### config.mk
export PLATFORM = sky130hd
export DESIGN_NAME = sram_req_ctrl
export DESIGN_NICKNAME = d
export VERILOG_FILES = /design/src/rtl/sram_req_ctrl.sv
export SDC_FILE = /design/constraint.sdc
export NUM_CORES = 1
export LEC_CHECK = 0
export ABC_AREA = 1
export ABC_CLOCK_PERIOD_IN_PS = 1300
export CORE_ASPECT_RATIO = 0.7
export CORE_MARGIN = 2
export CORE_UTILIZATION = 25
export CTS_CLUSTER_DIAMETER = 120
export CTS_CLUSTER_SIZE = 16
export DETAILED_ROUTE_END_ITERATION = 6
export DONT_BUFFER_PORTS = 1
export SKIP_CTS_REPAIR_TIMING = 1
export SLEW_MARGIN = 25
export SYNTH_ARGS = -nofsm -noshare
export SYNTH_HDL_FRONTEND = slang
export SYNTH_SLANG_ARGS = --single-unit
export TNS_END_PERCENT = 100
### constraint.sdc
create_clock -name clk -period 1.3 [get_ports clk]
set_input_delay 0.195 -clock clk [delete_from_list [all_inputs] [get_ports clk]]
set_output_delay 0.195 -clock clk [all_outputs]
set_load 0.005 [all_outputs]
### src/rtl/sram_req_ctrl.sv
// Valid/ready request/response front-end that sequences SRAM CS/WE/addr/data pins.
// Optional power-up zero-fill sweep is enabled by defining SRAM_CTRL_INIT_EN.
module sram_req_ctrl #(
  parameter int unsigned ADDR   = 4,
  parameter int unsigned WIDTH  = 8,
  parameter int unsigned LENGTH = 16,
  parameter int unsigned RD_LAT = 1
) (
  input  logic             clk,
  input  logic             rst,
  input  logic             req_valid,
  output logic             req_ready,
  input  logic             req_we,
  input  logic [ADDR-1:0]  req_addr,
  input  logic [WIDTH-1:0] req_wdata,
  output logic             rsp_valid,
  input  logic             rsp_ready,
  output logic [WIDTH-1:0] rsp_rdata,
  output logic             rsp_err,
  output logic             mem_cs,
  output logic             mem_we,
  output logic [ADDR-1:0]  mem_addr,
  output logic [WIDTH-1:0] mem_wdata,
  input  logic [WIDTH-1:0] mem_rdata,
  output logic             busy
);

  localparam logic [ADDR:0] LEN_W  = LENGTH[ADDR:0];
  localparam logic [2:0]    LAT_M1 = 3'(RD_LAT - 1);

  typedef enum logic [2:0] {
    IDLE,
    RD_ISSUE,
    RD_WAIT,
    RSP
`ifdef SRAM_CTRL_INIT_EN
    , INIT
`endif
  } state_t;

`ifdef SRAM_CTRL_INIT_EN
  localparam state_t      RST_STATE = INIT;
  localparam logic        RST_READY = 1'b0;
  localparam logic [ADDR-1:0] LAST_ADDR = ADDR'(LENGTH - 1);
  logic [ADDR-1:0] init_cnt;
  logic            init_last;
`else
  localparam state_t      RST_STATE = IDLE;
  localparam logic        RST_READY = 1'b1;
`endif

  state_t     state;
  logic [2:0] lat_cnt;
  logic       rd_oor;
  logic       in_range;

  assign in_range = ({1'b0, req_addr} < LEN_W);

  always_ff @(posedge clk or posedge rst) begin
    if (rst) begin
      state     <= RST_STATE;
      req_ready <= RST_READY;
      rsp_valid <= 1'b0;
      rsp_rdata <= '0;
      rsp_err   <= 1'b0;
      mem_cs    <= 1'b0;
      mem_we    <= 1'b0;
      mem_addr  <= '0;
      mem_wdata <= '0;
      lat_cnt   <= '0;
      rd_oor    <= 1'b0;
`ifdef SRAM_CTRL_INIT_EN
      init_cnt  <= '0;
      init_last <= 1'b0;
      busy      <= 1'b0;
`endif
    end else begin
      mem_cs <= 1'b0;
      case (state)
        IDLE: begin
          if (req_valid && req_ready) begin
            if (req_we) begin
              // Writes never leave IDLE; out-of-range ones are silently dropped.
              if (in_range) begin
                mem_cs    <= 1'b1;
                mem_we    <= 1'b1;
                mem_addr  <= req_addr;
                mem_wdata <= req_wdata;
              end
            end else begin
              state     <= RD_ISSUE;
              req_ready <= 1'b0;
              rd_oor    <= ~in_range;
              if (in_range) begin
                mem_cs   <= 1'b1;
                mem_we   <= 1'b0;
                mem_addr <= req_addr;
              end
            end
          end
        end
        RD_ISSUE: begin
          state   <= RD_WAIT;
          lat_cnt <= LAT_M1;
        end
        RD_WAIT: begin
          if (lat_cnt == 3'd0) begin
            state     <= RSP;
            rsp_valid <= 1'b1;
            rsp_rdata <= rd_oor ? '0 : mem_rdata;
            rsp_err   <= rd_oor;
          end else begin
            lat_cnt <= lat_cnt - 3'd1;
          end
        end
        RSP: begin
          if (rsp_valid && rsp_ready) begin
            state     <= IDLE;
            rsp_valid <= 1'b0;
            rsp_err   <= 1'b0;
            req_ready <= 1'b1;
          end
        end
`ifdef SRAM_CTRL_INIT_EN
        INIT: begin
          // init_last marks that the final address was issued, since an ADDR-wide
          // counter cannot represent LENGTH when LENGTH == 2**ADDR.
          if (init_last) begin
            state     <= IDLE;
            busy      <= 1'b0;
            req_ready <= 1'b1;
            init_last <= 1'b0;
          end else begin
            busy      <= 1'b1;
            mem_cs    <= 1'b1;
            mem_we    <= 1'b1;
            mem_addr  <= init_cnt;
            mem_wdata <= '0;
            if (init_cnt == LAST_ADDR) init_last <= 1'b1;
            else                       init_cnt  <= init_cnt + 1'b1;
          end
        end
`endif
        default: begin
          state     <= IDLE;
          req_ready <= 1'b1;
        end
      endcase
    end
  end

`ifndef SRAM_CTRL_INIT_EN
  assign busy = 1'b0;
`endif

endmodule

==> results.md <==
* Max incr delay on CP at 0.35 ns
* Min cycle time layout at 1.296 ns
* Wire length per cell at ~13 µm
* Power per cell area at ~1000 nW/µm²
* Critical-path top delay cell: mux2_2
* Die Span Y at 65.51 µm
* Netlist cell types at 21
* Leak Pwr at 0.8761 nW
* Period utilization at 0.9967
* Max Slew Vio Count at 0
* Largest net degree at the start of global routing at 30
* Area of the multi-input gates at 663.1 µm²
* Core area at 5230 µm²
* Post-DP HPWL at 2.136 mm
* Vias in the first global route at 931
* Initial antenna violation count at 0
* Avg Vias per Cell at 4.205
* TritonCTS Buffers at 5
* Area grow syn2layout at 35.65%
* Nets at 188
* Post-synthesis sequential area ratio at 0.5380
* Synth warn at 0
* Critical-path cell list: inv_2 -> ha_4 -> ha_4 -> nand2_4 -> mux2_2
* Die width at about 92 µm
* Synthesized cell area at between 1000 and 1500 µm²
* Worst Setup End Kind: register
* Syn Inst Count at 132
* Port bufs at 0
* Async set-reset flop share out of synthesis at 1.000
* Dominant cell type by area after synthesis: dfrtp_1
* Final setup viols at 0
* H-Tree Depth at 2
* TritonCTS clock tree: yes
* Final Hold Fails at 0
* Area of the die at 6019 µm²
* Cell mode on critical path: ha_4
* Top-area cell type share of the netlist area at 0.5185
* Fillers at approximately 520
* Synth top cells by count: 42 x nand2_1, 28 x dfrtp_1, 11 x inv_1
* Overall power at 1.919 mW
* CP required at 1.46 ns
* Max Cap Violations at 0
* Global Route Usage Sum at 0.1015
* Routed WL at 3.083 mm
* Vias after detailed routing at roughly 960
* Most common cell in the netlist: nand2_1
* Worst Setup Start Kind: register
* Peak supply drop at approximately 340 µV
* Crit path kind: register to register
* FP Rows at 22
* ANT nets after route at 0
* Root Driver: clkbuf_8
* Ratio of cells with drive above 1 in the final layout at 0.4777
* PnR worst setup slack at ~0.0043 ns
* Worst Hold Class: input pin to register
* Initial core utilization at 0.2584
* Remaining global-route overflow at 0
* Critical path fanouts, max at 8
* DRT iter0 DRCs at 33
* First-pass GRT wire length at about 4.6 mm
* GPL Wtd Cong at 0.8020
* Avg Cell Area, Syn at 10.24 µm²
* Post-synth EDFFs at 0
* Clk_lat worst skew at roughly 0.27 ns
* Clock sinks at 29
* Synth area leaders: dfrtp_1 52%, nand2_1 12%, mux2_2 6.7%
* Ys flop type: dfrtp_1
* Pre-antenna DRT Iters at 4
* FF+latch area at 728.2 µm²
* Status: finished clean
* Worst-case clock skew at 0.002907 ns
* RSZ-0062 raised after global routing: true
* IO Pins at 51
* Clock Pin Slew Worst Setup and Hold Paths at 0.06 ns
* Highest clock rate at about 770 MHz
* Post-route DRC violation count at 0
* Arrival time worst endpoint at 1.45 ns
* #FFs+latches synth at 29
* DP Worst Slack at -0.07031 ns
* Antenna Cells at 0
* Max Root-Sink Buffers at 2
final cells by class:
type / count / share of cell area
inverters: 12 / 0.02730
flip-flops and latches: 29 / 0.3973
clock buffers: 7 / 0.04710
clock inverters: 1 / 0.01638
repair buffers: 20 / 0.1010
well taps: 72 / 0.04915
multi-input cells: 88 / 0.3618
power by group:
group          switching, mW  total, mW  leakage, nW  internal, mW
clock                  0.334      0.958       0.0585         0.624
sequential           0.00905      0.925        0.381         0.916
combinational         0.0221     0.0364        0.436        0.0142
total                  0.365       1.92        0.876          1.55
routing by layer:
layer,wire length (µm),global-route usage,share of wire
met3,246,0.04358,0.080
met2,1440,0.1590,0.47
met4,0,0.03358,0
met5,0,0,0
met1,1396,0.1267,0.45
worst max-delay path, delay by kind of cell, from the launching register on:
kind | cells | cell delay [ns]
adders and majority gates | 2 | 0.33
buffers and inverters | 1 | 0.05
DFF | 1 | 0.34
muxes | 1 | 0.35
and+or+nand+nor | 1 | 0.12
worst paths after layout:
check | start | slack, ns | endpoint | cells after the start
worst max-delay path | lat_cnt[0]$_DFFE_PP0P_ | 0.004 | rsp_rdata[3]$_DFFE_PP0P_ | 5
worst min-delay path | req_addr[3] | 0.03 | mem_addr[3]$_DFFE_PP0P_ | 2
worst max register to register | lat_cnt[0]$_DFFE_PP0P_ | 0.004 | rsp_rdata[3]$_DFFE_PP0P_ | 5
worst min register to register | mem_wdata[1]$_DFFE_PP0P_ | 0.50 | mem_wdata[1]$_DFFE_PP0P_ | 2
max in group asynchronous | rst | 0.55 | req_ready$_DFFE_PP1P_ | 3
min in group asynchronous | rst | 0.44 | mem_wdata[5]$_DFFE_PP0P_ | 3
logic make-up (layout without fill, tap and decap cells):
logic type                 Yosys count  in the layout  synth area share
AOI/OAI and AO/OA                   11             11           0.04722
adders and majority gates            7              7           0.06481
buffers and inverters               16             40           0.05833
DFF                                 29             29            0.5380
muxes                                8              8           0.06667
other                                1              2          0.002775
and+or+nand+nor                     60             60            0.2222
layout by cell type (no fill, tap or decap), types with 4 or more instances in the layout:
cell type  count
clkbuf_8       6
buf_4         15
o21ai_0        4
inv_2          6
nand3_1        5
dfrtp_1       27
nand2_1       28
nand2_2       13
nand3_2        7
inv_1          5
mux2_2         8
registers in the layout, summed over array words and instances (netlist names):
register and cells:
mem_wdata 8, rsp_rdata 8, mem_addr 4, lat_cnt 3, state 2, mem_cs 1, mem_we 1, req_ready 1
rsp_valid 1
stage by stage:
step                instance area [µm²]    util  hold slack (ns)  setup TNS [ns]  cells
finish                             1833  0.3505          0.03159               0    229
global route                       1833  0.3505          0.02882         -0.4589    229
CTS                                1648  0.3151          -0.1136          -1.171    224
detailed placement                 1531  0.2928           0.1860         -0.7514    216
global placement                   1531  0.2928           0.1844         -0.8174    216
floorplan                          1363       -           0.2724               0    133
Power figures use the tool's default switching activity.
